===== src/rtl/uart_rx_if.sv =====
// Signal bundle between the UART receiver, the pad and the bus-side UART registers.
// master = pad/bus side driving line, tick and config; slave = the receiver itself.
interface uart_rx_if;
    logic       baudRateX16Tick;
    logic       uartRxD;
    logic       dataBits8;
    logic       parityEnable;
    logic       parityOdd;
    logic       twoStopBits;
    logic       rxReady;
    logic       clearOverrun;
    logic [7:0] rxData;
    logic       rxValid;
    logic       frameError;
    logic       parityError;
    logic       breakDetect;
    logic       overrun;

    modport master (
        output baudRateX16Tick, uartRxD, dataBits8, parityEnable, parityOdd,
               twoStopBits, rxReady, clearOverrun,
        input  rxData, rxValid, frameError, parityError, breakDetect, overrun
    );

    modport slave (
        input  baudRateX16Tick, uartRxD, dataBits8, parityEnable, parityOdd,
               twoStopBits, rxReady, clearOverrun,
        output rxData, rxValid, frameError, parityError, breakDetect, overrun
    );
endinterface


===== src/rtl/uart_receiver.sv =====
// UART receive path: x16 oversampled deserialiser, parity/stop checks, one-entry holding register.
// Optional build macro UART_RX_MAJORITY_EN: each bit decided by a 2-of-3 vote around the sample point.
//
// state  | meaning
// IDLE   | waiting for a 1->0 edge on the synchronised line
// START  | confirming the start bit at its midpoint
// DATA   | shifting in 7 or 8 data bits, LSB first
// PARITY | sampling the parity bit
// STOP1  | sampling the first stop bit
// STOP2  | sampling the second stop bit
module uart_receiver #(
    parameter int SYNC_STAGES = 2
) (
    input logic      clock,
    input logic      resetN,
    uart_rx_if.slave rx_if
);
    typedef enum logic [2:0] {IDLE, START, DATA, PARITY, STOP1, STOP2} state_t;

`ifdef UART_RX_MAJORITY_EN
    localparam logic [3:0] START_PT = 4'd8;
    localparam logic [3:0] BIT_PT   = 4'd0;
`else
    localparam logic [3:0] START_PT = 4'd7;
    localparam logic [3:0] BIT_PT   = 4'd15;
`endif

    state_t                 state_q, state_d;
    logic [SYNC_STAGES-1:0] sync_q, sync_d;
    logic                   line_prev_q, line_prev_d;
    logic [3:0]             cnt_q, cnt_d;
    logic [2:0]             idx_q, idx_d;
    logic [7:0]             shift_q, shift_d;
    logic                   cfg8_q, cfg8_d;
    logic                   cfg_pen_q, cfg_pen_d;
    logic                   cfg_odd_q, cfg_odd_d;
    logic                   cfg_two_q, cfg_two_d;
    logic                   fe_q, fe_d;
    logic                   pe_q, pe_d;
    logic                   par_bit_q, par_bit_d;
    logic                   stop1_q, stop1_d;
    logic [7:0]             data_q, data_d;
    logic                   valid_q, valid_d;
    logic                   hold_fe_q, hold_fe_d;
    logic                   hold_pe_q, hold_pe_d;
    logic                   hold_brk_q, hold_brk_d;
    logic                   overrun_q, overrun_d;

    logic       rxd_s;
    logic       tick;
    logic       bit_val;
    logic       sample_now;
    logic [7:0] data_w;
    logic       done;
    logic       fin_fe;
    logic       fin_brk;
    logic       overrun_set;

    assign rxd_s  = sync_q[SYNC_STAGES-1];
    assign tick   = rx_if.baudRateX16Tick;
    // 7-bit frames leave the first bit at shift_q[1]; realign so bit 7 reads 0
    assign data_w = cfg8_q ? shift_q : {1'b0, shift_q[7:1]};

`ifdef UART_RX_MAJORITY_EN
    logic [1:0] vote_q, vote_d;
    logic       armed_q, armed_d;

    assign bit_val = (vote_q[0] & vote_q[1]) | ((vote_q[0] | vote_q[1]) & rxd_s);
    // armed keeps the count-0 decision from firing on the tick right after START
    assign sample_now = tick && ((state_q == START) ? (cnt_q == START_PT)
                                                    : (armed_q && (cnt_q == BIT_PT)));

    always_comb begin
        vote_d  = vote_q;
        armed_d = armed_q;
        if (tick) begin
            if (state_q == START) begin
                if (cnt_q == 4'd6) vote_d[0] = rxd_s;
                if (cnt_q == 4'd7) vote_d[1] = rxd_s;
                armed_d = 1'b0;
            end else if (state_q != IDLE) begin
                if (cnt_q == 4'd14) begin
                    vote_d[0] = rxd_s;
                    armed_d   = 1'b1;
                end
                if (cnt_q == 4'd15) vote_d[1] = rxd_s;
                if (cnt_q == BIT_PT) armed_d = 1'b0;
            end
        end
    end
`else
    assign bit_val    = rxd_s;
    assign sample_now = tick && (cnt_q == ((state_q == START) ? START_PT : BIT_PT));
`endif

    always_comb begin
        state_d     = state_q;
        sync_d      = {sync_q[SYNC_STAGES-2:0], rx_if.uartRxD};
        line_prev_d = rxd_s;
        cnt_d       = tick ? cnt_q + 4'd1 : cnt_q;
        idx_d       = idx_q;
        shift_d     = shift_q;
        cfg8_d      = cfg8_q;
        cfg_pen_d   = cfg_pen_q;
        cfg_odd_d   = cfg_odd_q;
        cfg_two_d   = cfg_two_q;
        fe_d        = fe_q;
        pe_d        = pe_q;
        par_bit_d   = par_bit_q;
        stop1_d     = stop1_q;
        done        = 1'b0;
        fin_fe      = fe_q;
        fin_brk     = 1'b0;

        case (state_q)
            IDLE: begin
                if (line_prev_q && !rxd_s) begin
                    state_d = START;
                    cnt_d   = '0;
                end
            end
            START: begin
                if (sample_now) begin
                    if (bit_val) begin
                        state_d = IDLE;
                    end else begin
                        state_d   = DATA;
                        cnt_d     = '0;
                        idx_d     = '0;
                        cfg8_d    = rx_if.dataBits8;
                        cfg_pen_d = rx_if.parityEnable;
                        cfg_odd_d = rx_if.parityOdd;
                        cfg_two_d = rx_if.twoStopBits;
                        fe_d      = 1'b0;
                        pe_d      = 1'b0;
                        par_bit_d = 1'b0;
                    end
                end
            end
            DATA: begin
                if (sample_now) begin
                    shift_d = {bit_val, shift_q[7:1]};
                    idx_d   = idx_q + 3'd1;
                    if (idx_q == (cfg8_q ? 3'd7 : 3'd6)) begin
                        state_d = cfg_pen_q ? PARITY : STOP1;
                    end
                end
            end
            PARITY: begin
                if (sample_now) begin
                    par_bit_d = bit_val;
                    pe_d      = ((^data_w) ^ bit_val) != cfg_odd_q;
                    state_d   = STOP1;
                end
            end
            STOP1: begin
                if (sample_now) begin
                    stop1_d = bit_val;
                    fe_d    = ~bit_val;
                    if (cfg_two_q) begin
                        state_d = STOP2;
                    end else begin
                        done    = 1'b1;
                        fin_fe  = ~bit_val;
                        fin_brk = (data_w == 8'd0) && !bit_val && !par_bit_q;
                        state_d = IDLE;
                    end
                end
            end
            STOP2: begin
                if (sample_now) begin
                    done    = 1'b1;
                    fin_fe  = fe_q | ~bit_val;
                    fin_brk = (data_w == 8'd0) && !stop1_q && !par_bit_q;
                    state_d = IDLE;
                end
            end
            default: state_d = IDLE;
        endcase

        data_d      = data_q;
        valid_d     = valid_q;
        hold_fe_d   = hold_fe_q;
        hold_pe_d   = hold_pe_q;
        hold_brk_d  = hold_brk_q;
        overrun_set = 1'b0;
        if (valid_q && rx_if.rxReady) valid_d = 1'b0;
        // A frame that completes while the consumer is being served replaces the old one
        if (done) begin
            if (valid_q && !rx_if.rxReady) begin
                overrun_set = 1'b1;
            end else begin
                data_d     = data_w;
                valid_d    = 1'b1;
                hold_fe_d  = fin_fe;
                hold_pe_d  = pe_q;
                hold_brk_d = fin_brk;
            end
        end
        overrun_d = overrun_set | (overrun_q & ~rx_if.clearOverrun);
    end

    always_ff @(posedge clock or negedge resetN) begin
        if (!resetN) begin
            state_q     <= IDLE;
            sync_q      <= '1;
            line_prev_q <= 1'b1;
            cnt_q       <= '0;
            idx_q       <= '0;
            shift_q     <= '0;
            cfg8_q      <= 1'b0;
            cfg_pen_q   <= 1'b0;
            cfg_odd_q   <= 1'b0;
            cfg_two_q   <= 1'b0;
            fe_q        <= 1'b0;
            pe_q        <= 1'b0;
            par_bit_q   <= 1'b0;
            stop1_q     <= 1'b0;
            data_q      <= '0;
            valid_q     <= 1'b0;
            hold_fe_q   <= 1'b0;
            hold_pe_q   <= 1'b0;
            hold_brk_q  <= 1'b0;
            overrun_q   <= 1'b0;
`ifdef UART_RX_MAJORITY_EN
            vote_q      <= '1;
            armed_q     <= 1'b0;
`endif
        end else begin
            state_q     <= state_d;
            sync_q      <= sync_d;
            line_prev_q <= line_prev_d;
            cnt_q       <= cnt_d;
            idx_q       <= idx_d;
            shift_q     <= shift_d;
            cfg8_q      <= cfg8_d;
            cfg_pen_q   <= cfg_pen_d;
            cfg_odd_q   <= cfg_odd_d;
            cfg_two_q   <= cfg_two_d;
            fe_q        <= fe_d;
            pe_q        <= pe_d;
            par_bit_q   <= par_bit_d;
            stop1_q     <= stop1_d;
            data_q      <= data_d;
            valid_q     <= valid_d;
            hold_fe_q   <= hold_fe_d;
            hold_pe_q   <= hold_pe_d;
            hold_brk_q  <= hold_brk_d;
            overrun_q   <= overrun_d;
`ifdef UART_RX_MAJORITY_EN
            vote_q      <= vote_d;
            armed_q     <= armed_d;
`endif
        end
    end

    assign rx_if.rxData      = data_q;
    assign rx_if.rxValid     = valid_q;
    assign rx_if.frameError  = hold_fe_q;
    assign rx_if.parityError = hold_pe_q;
    assign rx_if.breakDetect = hold_brk_q;
    assign rx_if.overrun     = overrun_q;
endmodule

===== src/flat_wrapper.sv =====
// flat-port wrapper written by rule: the top's interface ports become plain ports
module uart_receiver_flat 
#(
    parameter int SYNC_STAGES = 2
)
  (clock, resetN, rx_if_baudRateX16Tick, rx_if_uartRxD, rx_if_dataBits8, rx_if_parityEnable, rx_if_parityOdd, rx_if_twoStopBits, rx_if_rxReady, rx_if_clearOverrun, rx_if_rxData, rx_if_rxValid, rx_if_frameError, rx_if_parityError, rx_if_breakDetect, rx_if_overrun);
  uart_rx_if rx_if_i ();
  input logic clock;
  input logic resetN;
  input wire logic [$bits(rx_if_i.baudRateX16Tick)-1:0] rx_if_baudRateX16Tick;
  input wire logic [$bits(rx_if_i.uartRxD)-1:0] rx_if_uartRxD;
  input wire logic [$bits(rx_if_i.dataBits8)-1:0] rx_if_dataBits8;
  input wire logic [$bits(rx_if_i.parityEnable)-1:0] rx_if_parityEnable;
  input wire logic [$bits(rx_if_i.parityOdd)-1:0] rx_if_parityOdd;
  input wire logic [$bits(rx_if_i.twoStopBits)-1:0] rx_if_twoStopBits;
  input wire logic [$bits(rx_if_i.rxReady)-1:0] rx_if_rxReady;
  input wire logic [$bits(rx_if_i.clearOverrun)-1:0] rx_if_clearOverrun;
  output wire logic [$bits(rx_if_i.rxData)-1:0] rx_if_rxData;
  output wire logic [$bits(rx_if_i.rxValid)-1:0] rx_if_rxValid;
  output wire logic [$bits(rx_if_i.frameError)-1:0] rx_if_frameError;
  output wire logic [$bits(rx_if_i.parityError)-1:0] rx_if_parityError;
  output wire logic [$bits(rx_if_i.breakDetect)-1:0] rx_if_breakDetect;
  output wire logic [$bits(rx_if_i.overrun)-1:0] rx_if_overrun;
  assign rx_if_i.baudRateX16Tick = rx_if_baudRateX16Tick;
  assign rx_if_i.uartRxD = rx_if_uartRxD;
  assign rx_if_i.dataBits8 = rx_if_dataBits8;
  assign rx_if_i.parityEnable = rx_if_parityEnable;
  assign rx_if_i.parityOdd = rx_if_parityOdd;
  assign rx_if_i.twoStopBits = rx_if_twoStopBits;
  assign rx_if_i.rxReady = rx_if_rxReady;
  assign rx_if_i.clearOverrun = rx_if_clearOverrun;
  assign rx_if_rxData = rx_if_i.rxData;
  assign rx_if_rxValid = rx_if_i.rxValid;
  assign rx_if_frameError = rx_if_i.frameError;
  assign rx_if_parityError = rx_if_i.parityError;
  assign rx_if_breakDetect = rx_if_i.breakDetect;
  assign rx_if_overrun = rx_if_i.overrun;
  uart_receiver #(.SYNC_STAGES(SYNC_STAGES)) u_core (.clock(clock), .resetN(resetN), .rx_if(rx_if_i));
endmodule

===== config.mk =====
export PLATFORM = sky130hd
export DESIGN_NAME = uart_receiver_flat
export DESIGN_NICKNAME = d
export VERILOG_FILES = /design/src/rtl/uart_rx_if.sv /design/src/rtl/uart_receiver.sv /design/src/flat_wrapper.sv
export SDC_FILE = /design/constraint.sdc
export NUM_CORES = 1
export LEC_CHECK = 0
export ABC_AREA = 1
export CAP_MARGIN = 25
export CORE_MARGIN = 1.5
export CORE_UTILIZATION = 50
export CTS_CLUSTER_DIAMETER = 100
export DETAILED_ROUTE_END_ITERATION = 10
export HOLD_SLACK_MARGIN = 0.1
export PLACE_DENSITY = 0.79
export SYNTH_ARGS = -nofsm -noshare
export SYNTH_HDL_FRONTEND = slang
export SYNTH_SLANG_ARGS = --single-unit

===== constraint.sdc =====
create_clock -name clock -period 1.8 [get_ports clock]
set_input_delay 0.36 -clock clock [delete_from_list [all_inputs] [get_ports clock]]
set_output_delay 0.36 -clock clock [all_outputs]
set_load 0.05 [all_outputs]

==> metrics.csv, run 1 <==
stage,metric,value,unit
timing,period_needed,1.735,ns
detailed_routing,viasPerCell,4.951,
synthesis,synth_ff_type,dfrtp_1,
power_and_ir_drop,ir_drop,0.5775,mV
detailed_routing,vias,1713,
detailed_routing,m1WireLength,1.968,mm
timing,timing.hold.ws,0.1153,ns
detailed_routing,wl_per_cell,12.18,um
power_and_ir_drop,p_int,1.624,mW
timing,slew_headroom,65.20,%
floorplan,die_height,68.36,um
power_and_ir_drop,p_per_area,891.1,nW/um2
grt,antenna_found_initial,0,
clocking,cts_tree,yes,
synthesis,ys_seq_area_share,49.38,%
detailed_routing,drc,0,
cells_and_area,area_growth,27.71,%
floorplan,fp.dieW,68.36,um
clocking,clock_latency,0.29,ns
power_and_ir_drop,seqPwrFrac,45.6,%
grt,grt_max_degree,43,
hold_path,holdCritPathClass,input pin to asynchronous set/reset pin,
floorplan,die_area,4672,um2
job,drv_cap,0,
floorplan,start_util,52.64,%
power_and_ir_drop,switching_share,33.16,%
clocking,htree_num_levels,2,
place,io_buffers,22,
critical_path,crit_type,flop to flop,
timing,clock_skew,0.01182,ns
grt,grt_pass1_vias,1527,
floorplan,pin_count,23,
place,place_congestion,0.9194,
synthesis,synth_cell_type_count,30,
synthesis,yosys_warnings,0,
grt,track_usage,18.78,%
critical_path,worstPathRequired,2.04,ns
synthesis,postSynthRegisterBits,42,
critical_path,r2r-start,u_core.cfg8_q,
cells_and_area,nets,311,
critical_path,rrSetupSlack,0.06,ns
power_and_ir_drop,p_leak,1.342,nW
place,dp_hpwl,2.903,mm
grt,globalRouteOverflowTotal,0,
power_and_ir_drop,switchingPower,0.8061,mW
clocking,cts_setup_buffers,0,
power_and_ir_drop,power_frac_comb,28.8,%
synthesis,synth_edf_count,0,
synthesis,syn_inst,247,
clocking,cts_buffer_depth,2,
clocking,cts_sinks,42,
clocking,clkTransAtPathRegs,0.08,ns
timing,fmax,576.2,MHz
timing,finalCritPeriodShare,96.41,%
power_and_ir_drop,clkPwrFrac,25.5,%
synthesis,syn-num-nets,263,
detailed_routing,wl_met2,2.063,mm
synthesis,synth_most_common_cell,nand2_1,
synthesis,yosys.area.top_type,dfrtp_1,
detailed_routing,drt_iter0_markers,160,
critical_path,r2r_cells,10,
detailed_routing,wl,4.213,mm
clocking,numCtsBuffers,5,
detailed_routing,ant_nets,0,
floorplan,core-area,4058,um2
synthesis,ys_top_cells_by_area,"dfrtp_1, nand2_1, inv_1, o21ai_0, o21ai_2",
floorplan,rows,23,
timing,setup_viol,0,
detailed_routing,dr_wl_met3,136,um
run_status,outcome,finished clean,
critical_path,critPathLaunchType,flop,
detailed_routing,drt_pass1_iterations,4,
grt,grt_pass1_wl,6.430,mm
synthesis,syn-cell-area,2136,um2
synthesis,syn_area_per_cell,8.647,um2
cells_and_area,diodes,0,
clocking,clock-root-buffer,clkbuf_8,
critical_path,cp_data_arrival_time,1.97,ns
timing,tns,0,ns
detailed_routing,highest_layer,met4,
timing,worst_pin_slew,0.5220,ns
critical_path,critical_path.max_fanout,6,
critical_path,reg2reg_to,u_core.pe_q,
synthesis,synthTopCellsByCount,"nand2_1, dfrtp_1, inv_1",
timing,hold_viol,0,
synthesis,synthArstFlopShare,100.0,%
cells_and_area,drive_gt1_share,27.70,%
critical_path,critPathCaptureType,flop,
synthesis,yosysTopAreaCellShare,45.69,%
timing,finalMaxSlewViolations,0,
==> per-stage QoR <==
stage	std cells	setup slack (ns)	instance area, um2	total power [mW]	utilization, %
after floorplan	247	0.003043	2136	1.552	-
after detailed placement	338	-0.1057	2519	1.748	62.07
after global routing	346	-0.04045	2728	2.594	67.22
final	346	0.06456	2728	2.430	67.22
after CTS	346	0.01992	2616	2.378	64.48
after global placement	338	-0.08478	2519	1.733	62.07
==> routing by layer <==
metal,vias to the layer above,GRT usage [%]
li1,886,-
met1,797,23.88
met2,25,30.34
met3,5,5.428
met4,0,6.750
met5,-,0
==> registers in the layout (all words and copies together) (netlist names), 2 cells and up <==
| name | cells |
|---|---|
| u_core.shift_q | 8 |
| u_core.sync_q | 2 |
| u_core.rx_if.rxData | 8 |
| u_core.state_q | 3 |
| u_core.cnt_q | 4 |
| u_core.idx_q | 3 |
==> cells in the final DEF, fill, tap and decap left out, drive strengths merged <==
master / netlist / routed
nand2: 64 / 64
dfrtp: 39 / 39
buf: 4 / 38
inv: 35 / 35
o21ai: 33 / 33
nor2: 24 / 24
nand3: 13 / 13
clkdlybuf4s50: 0 / 8
a21oi: 8 / 8
clkbuf: 1 / 8
ha: 6 / 6
xor2: 3 / 3
o211ai: 3 / 3
dfstp: 3 / 3
o22ai: 2 / 2
nand4: 2 / 2
xnor2: 2 / 2
nor3: 1 / 1
mux2: 1 / 1
a211oi: 1 / 1
nor3b: 1 / 1
a22oi: 1 / 1
==> worst max-delay path: stages (launching register included) <==
cell,delay [ns]
dfrtp_2,0.44
buf_4,0.17
o21ai_4,0.16
ha_4,0.22
xnor2_2,0.18
inv_1,0.08
nand2_1,0.09
nand2_1,0.07
a21oi_2,0.13
nand3_1,0.08
nand2_1,0.06
==> power by group through the flow <==
stage                     Combinational (mW)  Clock, mW  Sequential [mW]
after global placement                 0.616          0             1.12
final                                  0.701      0.621             1.11
after detailed placement               0.629          0             1.12
after CTS                              0.638      0.639             1.10
after global routing                   0.786      0.684             1.12
after floorplan                        0.427          0             1.12
==> repair_timing <==
action,CTS,global route
hold endpoints to repair,0,0
gates resized for setup,3,21
pin swaps,0,9
endpoints found under the setup margin,1,2
hold buffers,0,0
==> logic make-up after synthesis <==
kind of cell	synth area share (%)
xor+xnor	2.051
compound gates	13.88
flops	49.39
mux	0.5272
fa+ha+maj	3.515
buf+inv	8.142
simple gates	22.50
==> final cells by class <==
cell class	count	area [um2]
fill	314	1330
inverter	35	131.4
multi-input combinational	165	1021
tap	50	62.56
timing repair buffer	46	366.6
clock buffer	8	90.09
sequential	42	1056
==> worst max-delay path by stage <==
stage	from	end	slack, ns	depth (start not counted)
5_1_grt	u_core.cfg8_q	u_core.pe_q	-0.04	12
4_1_cts	u_core.cfg8_q	u_core.pe_q	0.02	12
2_1_floorplan	u_core.cfg8_q	u_core.pe_q	0.003	9
6_report	u_core.cfg8_q	u_core.pe_q	0.06	10
3_3_place_gp	rx_if_baudRateX16Tick	u_core.rx_if.breakDetect	-0.08	8
3_5_place_dp	u_core.cfg8_q	u_core.pe_q	-0.11	8
No activity file was read; power rests on OpenSTA's default activity.
==> run 2, diff against run 1 <==
--- a/config.mk
+++ b/config.mk
@@ -8,11 +8,11 @@
 export ABC_AREA = 1
 export CAP_MARGIN = 25
 export CORE_MARGIN = 1.5
-export CORE_UTILIZATION = 50
+export CORE_UTILIZATION = 45
 export CTS_CLUSTER_DIAMETER = 100
 export DETAILED_ROUTE_END_ITERATION = 10
 export HOLD_SLACK_MARGIN = 0.1
-export PLACE_DENSITY = 0.79
+export PLACE_DENSITY = 0.72
 export SYNTH_ARGS = -nofsm -noshare
 export SYNTH_HDL_FRONTEND = slang
 export SYNTH_SLANG_ARGS = --single-unit
==> run 2 against run 1 <==
Compared with the run above: routed wire length decreased by 0.52%; worst setup slack better by 0.00084 ns; utilization is 5.2 points lower; combinational power up 1%; global-route usage fell by 1.6 points; non-clock buffer count up 2; critical path depth did not move; sequential share of layout area fell by 0.66 points; sequential cell count is the same.
==> metrics.csv, run 2 (synthesis gave the netlist of run 1 again) <==
stage,metric,value,unit,change
critical_path,crit_buf_inv,3,,+1
critical_path,path_cells,buf_6 > buf_4 > nand2_1 > o21ai_2 > ha_4 > inv_1 > xor2_1 > a21oi_1 > nand3_1 > nand2_1,,
critical_path,cp_data_arrival_time,1.97,ns,about the same
grt,grt_pass1_wl,6.886,mm,+7.1%
place,dp.cells,340,,+0.59%
critical_path,cp_slowest_cell,dfrtp_2,,
cells_and_area,drive_gt1_share,29.19,%,+1.5 points
critical_path,critPathCaptureType,flop,,
timing,clock_skew,0.008587,ns,-0.003237 ns
critical_path,cpMostUsedCell,nand2_1,,
cells_and_area,diodes,0,,unchanged
clocking,clock-root-buffer,clkbuf_8,,
timing,fmax,576.5,MHz,about the same
detailed_routing,wl,4.191,mm,-0.52%
grt,grt_pass1_vias,1551,,+1.6%
power_and_ir_drop,p_per_area,916.1,nW/um2,+2.8%
cells_and_area,nets,313,,+0.64%
detailed_routing,vias,1720,,+0.41%
critical_path,worstPathRequired,2.03,ns,about the same
timing,setup_viol,0,,unchanged
cells_and_area,final_cell_mix,"nand2_1, dfrtp_1, buf_4",,
critical_path,r2r-start,u_core.cfg8_q,,
power_and_ir_drop,power_frac_comb,28.0,%,-0.8 points
floorplan,die_height,71.89,um,+5.2%
power_and_ir_drop,seqPwrFrac,43.7,%,-1.9 points
timing,timing.hold.ws,0.3581,ns,+0.2428 ns
detailed_routing,ant_nets,0,,unchanged
floorplan,fp.dieW,71.89,um,+5.2%
place,place_congestion,0.9090,,-1.1%
cells_and_area,final_common_cell,nand2_1,,
critical_path,r2r_cells,10,,unchanged
place,io_buffers,22,,unchanged
critical_path,critPathMaxStageDelay,0.45,ns,about the same
timing,period_needed,1.735,ns,-0.0008413 ns
cells_and_area,layoutNonFillerInstCount,350,,+1.2%
floorplan,die_area,5168,um2,+11%
floorplan,start_util,47.73,%,-4.9 points
power_and_ir_drop,ir_drop,0.4221,mV,-27%
hold_path,hold_depth,0,,
power_and_ir_drop,p_leak,1.365,nW,+1.7%
detailed_routing,drt_pass1_iterations,4,,unchanged
clocking,numCtsBuffers,5,,unchanged
critical_path,critical_path.max_fanout,5,,-1
run_status,outcome,finished clean,,
timing,finalMaxSlewViolations,0,,unchanged
critical_path,reg2reg_to,u_core.pe_q,,
grt,track_usage,17.20,%,-1.6 points
critical_path,critPathLaunchType,flop,,
detailed_routing,viasPerCell,4.914,,-0.74%
critical_path,rrSetupSlack,0.07,ns,about the same
clocking,cts_tree,yes,,
floorplan,rows,24,,+4.3%
hold_path,holdCritPathClass,flop to flop,,
hold_path,worstHoldEndpoint,u_core.sync_q[1],,
critical_path,crit_type,flop to flop,,
timing,worst_pin_slew,0.4949,ns,-0.02709 ns
floorplan,core-area,4474,um2,+10%
clocking,cts_buffer_depth,2,,unchanged
power_and_ir_drop,clkPwrFrac,28.3,%,+2.8 points
clocking,clock_latency,0.29,ns,about the same
detailed_routing,drt_iter0_markers,131,,-18%
clocking,clkTransAtPathRegs,0.08,ns,about the same
cells_and_area,area_growth,29.94,%,
hold_path,holdCritStartpoint,u_core.sync_q[0],,
detailed_routing,drc,0,,unchanged
timing,hold_viol,0,,unchanged
timing,finalCritPeriodShare,96.37,%,about the same
critical_path,crit_family,flip-flops,,
place,dp_hpwl,3.042,mm,+4.8%
grt,grt_max_degree,23,,-47%
timing,slew_headroom,67.01,%,+1.8 points
grt,globalRouteOverflowTotal,0,,unchanged
clocking,cts_sinks,42,,unchanged
detailed_routing,wl_per_cell,11.97,um,-1.7%
power_and_ir_drop,switching_share,31.98,%,-1.2 points
grt,antenna_found_initial,0,,unchanged
floorplan,pin_count,23,,unchanged
clocking,htree_num_levels,2,,unchanged
power_and_ir_drop,p_int,1.729,mW,+6.5%
power_and_ir_drop,switchingPower,0.8129,mW,+0.85%
job,drv_cap,0,,unchanged
-- run 2: cell types whose count changed in the layout (fill, tap and decap cells not counted), moves of 2 or more --
cell	delta
clkinv_2	+2
o21ai_0	-2
o21ai_2	+4
clkbuf_1	-2
-- run 2: timing repair --
| action | in CTS | in global routing |
|---|---|---|
| hold buffers | 1 | 0 |
| setup endpoints to repair | 1 | 1 |
| endpoints found under the hold margin | 18 | 0 |
| setup buffers | 0 | 1 |
| gates resized for setup | 6 | 21 |
| pin swaps | 2 | 9 |
-- run 2: worst max-delay path by stage --
stage	start	cells after the start	end	slack [ns]
2_1_floorplan	u_core.cfg8_q	9	u_core.pe_q	0.003
3_3_place_gp	u_core.cfg8_q	8	u_core.pe_q	-0.10
3_5_place_dp	rx_if_baudRateX16Tick	8	u_core.rx_if.rxData[7]	-0.11
4_1_cts	u_core.cfg8_q	11	u_core.pe_q	0.01
5_1_grt	u_core.cfg8_q	8	u_core.pe_q	-0.001
6_report	u_core.cfg8_q	10	u_core.pe_q	0.07
-- run 2: stage by stage --
stage | cell area [um2] | power, mW | setup slack, ns | TNS (ns) | utilization (%)
3_3_place_gp | 2521 | 1.735 | -0.1044 | -1.167 | 56.35
5_1_grt | 2775 | 2.695 | -0.001160 | -0.001160 | 62.02
6_report | 2775 | 2.542 | 0.06540 | 0 | 62.02
4_1_cts | 2659 | 2.510 | 0.01441 | 0 | 59.42
2_1_floorplan | 2136 | 1.552 | 0.003043 | 0 | -
3_5_place_dp | 2521 | 1.750 | -0.1143 | -1.809 | 56.35
-- run 2: power groups by stage --
stage	clock network (mW)	registers, mW	logic, mW
finish	0.721	1.11	0.711
global route	0.779	1.12	0.795
CTS	0.751	1.10	0.656
detailed placement	0	1.12	0.631
global placement	0	1.12	0.617
floorplan	0	1.12	0.427
-- run 2: layout make-up --
| class | instances | area [um2] |
|---|---|---|
| Clock buffer | 5 | 68.82 |
| Clock inverter | 3 | 40.04 |
| Fill cell | 362 | 1699 |
| Inverter | 35 | 131.4 |
| Multi-Input combinational cell | 165 | 1026 |
| Sequential cell | 42 | 1056 |
| Tap cell | 52 | 65.06 |
| Timing Repair Buffer | 48 | 387.9 |
-- run 2: per-layer routing --
metal | GRT usage [%] | vias to the layer above | part of all wire [%]
li1 | - | 893 | -
met1 | 23.28 | 793 | 48
met2 | 26.65 | 29 | 48
met3 | 4.306 | 5 | 2.9
met4 | 6.918 | 0 | 1.3
met5 | 0 | - | 0
==> run 3, diff against run 2 <==
--- a/config.mk
+++ b/config.mk
@@ -7,12 +7,13 @@
 export LEC_CHECK = 0
 export ABC_AREA = 1
 export CAP_MARGIN = 25
-export CORE_MARGIN = 1.5
 export CORE_UTILIZATION = 45
+export CTS_BUF_LIST = sky130_fd_sc_hd__clkbuf_8 sky130_fd_sc_hd__clkbuf_16
 export CTS_CLUSTER_DIAMETER = 100
 export DETAILED_ROUTE_END_ITERATION = 10
 export HOLD_SLACK_MARGIN = 0.1
 export PLACE_DENSITY = 0.72
+export SKIP_LAST_GASP = 1
 export SYNTH_ARGS = -nofsm -noshare
 export SYNTH_HDL_FRONTEND = slang
 export SYNTH_SLANG_ARGS = --single-unit
==> run 3 against run 2 <==
Compared with the run above: the flow now finishes with violations (design-rule violations); sequential power about the same; routed wire length rose by 3.7%; final cell count decreased by 0.57%; utilization up 1.2 points; worst setup slack gained 0.0054 ns; clock skew grew 0.0062 ns; non-clock buffer count shrank 2; power grew 1.6%; register-to-register slack about the same; clock-buffer cell count grew 1; critical path depth decreased by 1; global-route usage rose by 0.83 points.
==> metrics.csv, run 3 (synthesis gave the netlist of run 1 again) <==
stage,metric,value,unit,change
critical_path,rrSetupSlack,0.07,ns,about the same
detailed_routing,vias,1720,,unchanged
run_status,violations,design-rule violations,,
power_and_ir_drop,ir_drop,0.5330,mV,+26%
critical_path,path_cells,buf_6 > nand2_1 > o21ai_4 > ha_4 > xnor2_2 > xor2_1 > nand3_1 > nand3_1 > nand2_1,,
hold_path,worstHoldEndpoint,u_core.sync_q[1],,
detailed_routing,wl,4.348,mm,+3.7%
place,place_congestion,1.011,,+11%
place,dp_hpwl,2.885,mm,-5.2%
power_and_ir_drop,switching_share,31.70,%,-0.28 points
detailed_routing,ant_nets,0,,unchanged
grt,grt_pass1_vias,1611,,+3.9%
critical_path,crit_type,flop to flop,,
clocking,clock_latency,0.30,ns,about the same
timing,setup_ws,0.07076,ns,+0.005365 ns
power_and_ir_drop,switchingPower,0.8186,mW,+0.69%
cells_and_area,area_growth,31.58,%,
clocking,clock-root-buffer,clkbuf_8,,
floorplan,rows,24,,unchanged
power_and_ir_drop,p_per_area,918.9,nW/um2,+0.30%
timing,setup_viol,0,,unchanged
timing,worst_pin_slew,0.3043,ns,-0.1905 ns
clocking,cts_buffer_depth,2,,unchanged
floorplan,die_area,5025,um2,-2.8%
timing,fmax,578.3,MHz,+0.31%
timing,clock_skew,0.01477,ns,+0.006187 ns
clocking,clkTransAtPathRegs,0.08,ns,about the same
cells_and_area,drive_gt1_share,29.39,%,+0.20 points
clocking,numCtsBuffers,5,,unchanged
cells_and_area,fin_util,63.23,%,+1.2 points
cells_and_area,design_area,2810,um2,+1.3%
cells_and_area,final_cell_mix,"nand2_1, dfrtp_1, inv_1",,
floorplan,pin_count,23,,unchanged
cells_and_area,nets,311,,-0.64%
timing,hold_viol,0,,unchanged
critical_path,reg2reg_to,u_core.pe_q,,
detailed_routing,wl_per_cell,12.49,um,+4.3%
critical_path,crit_start,u_core.cfg8_q,,
floorplan,core-area,4444,um2,-0.67%
job,drv_cap,0,,unchanged
power_and_ir_drop,total_power,2.582,mW,+1.6%
floorplan,fp.dieW,70.89,um,-1.4%
critical_path,critPathLaunchType,flop,,
critical_path,cp_slowest_cell,dfrtp_2,,
run_status,outcome,finished with violations,,
timing,slew_headroom,79.71,%,+13 points
floorplan,die_height,70.89,um,-1.4%
place,io_buffers,22,,unchanged
cells_and_area,diodes,0,,unchanged
power_and_ir_drop,power_frac_comb,27.4,%,-0.6 points
critical_path,critPathCaptureType,flop,,
grt,grt_max_degree,43,,+87%
grt,track_usage,18.03,%,+0.83 points
critical_path,critical_path.max_fanout,5,,unchanged
critical_path,worstPathRequired,1.99,ns,-0.04 ns
power_and_ir_drop,p_int,1.764,mW,+2.0%
critical_path,r2r-start,u_core.cfg8_q,,
clocking,cts_tree,yes,,
cells_and_area,n_fill_cell,355,,-1.9%
timing,period_needed,1.729,ns,-0.005365 ns
hold_path,holdCritStartpoint,u_core.sync_q[0],,
place,dp.cells,338,,-0.59%
cells_and_area,layoutNonFillerInstCount,348,,-0.57%
detailed_routing,drt_pass1_iterations,7,,+3
power_and_ir_drop,clkPwrFrac,29.6,%,+1.3 points
clocking,htree_num_levels,2,,unchanged
timing,finalMaxSlewViolations,0,,unchanged
timing,timing.hold.ws,0.3581,ns,+0.00002800 ns
grt,globalRouteOverflowTotal,0,,unchanged
detailed_routing,drc,2,,+2
detailed_routing,drt_iter0_markers,113,,-14%
detailed_routing,viasPerCell,4.943,,+0.57%
power_and_ir_drop,p_leak,1.375,nW,+0.71%
clocking,cts_sinks,42,,unchanged
critical_path,r2r_cells,9,,-1
timing,rsz0062_at_grt,yes,,
power_and_ir_drop,seqPwrFrac,43.0,%,-0.7 points
place,dpl-instance-area,2531,um2,+0.40%
floorplan,start_util,48.06,%,+0.32 points
grt,grt_pass1_wl,7.079,mm,+2.8%
timing,tns,0,ns,unchanged
grt,antenna_found_initial,0,,unchanged
cells_and_area,final_common_cell,nand2_1,,
place,place_ws,-0.09993,ns,+0.01432 ns
critical_path,cp_data_arrival_time,1.92,ns,-0.05 ns
hold_path,hold_depth,0,,unchanged
hold_path,holdCritPathClass,flop to flop,,
critical_path,critPathMaxStageDelay,0.46,ns,about the same
timing,finalCritPeriodShare,96.07,%,-0.30 points
==> run 3: changes by cell type in the layout (fill, tap and decap cells not counted), sizes merged <==
cell / delta
buf: -2
clkinv: -2
inv: +1
clkbuf: +1
==> run 3: per-layer routing <==
metal	GRT usage [%]	vias up	share of wire, %
met2	28.74	34	49
met4	6.667	0	1.0
met1	24.35	788	46
li1	-	893	-
met3	3.846	5	3.7
met5	0	-	0
==> run 3: worst max-delay path by stage <==
stage	end	slack, ns	cells after the start
floorplan	u_core.pe_q	0.003	9
global placement	u_core.rx_if.rxData[5]	-0.07	8
detailed placement	u_core.rx_if.parityError	-0.1	8
CTS	u_core.pe_q	0.002	10
global route	u_core.pe_q	-0.02	11
finish	u_core.pe_q	0.07	9
==> run 3: what timing repair did <==
| action | 4_1_cts | 5_1_grt |
|---|---|---|
| resized for setup | 5 | 27 |
| setup buffers | 0 | 1 |
| pin swaps | 2 | 6 |
| setup endpoints to repair | 1 | 2 |
| endpoints found under the hold margin | 39 | 0 |
| hold buffers | 1 | 0 |
==> run 3: area by class of cell <==
type,instances,area (um2),share of cell area (%)
well taps,52,65.06,2.315
multi-input cells,165,1040,37.00
repair buffers,46,401.6,14.29
clock inverters,2,33.78,1.202
flip-flops and latches,42,1056,37.58
inverters,35,131.4,4.675
clock buffers,6,82.58,2.939
==> run 3: critical path, delay by kind of cell (launching register included) <==
family | cells | cell delay (ns)
xor gates and xnor gates | 2 | 0.36
adders and majority gates | 1 | 0.25
AOI/OAI and AO/OA | 1 | 0.08
DFF | 1 | 0.46
and+or+nand+nor | 4 | 0.33
buffers and inverters | 1 | 0.15
==> run 3: power groups by stage <==
stage / logic [mW] / clock network [mW] / registers (mW)
finish: 0.707 / 0.765 / 1.11
global route: 0.810 / 0.825 / 1.12
CTS: 0.648 / 0.784 / 1.10
detailed placement: 0.632 / 0 / 1.12
global placement: 0.614 / 0 / 1.12
floorplan: 0.427 / 0 / 1.12
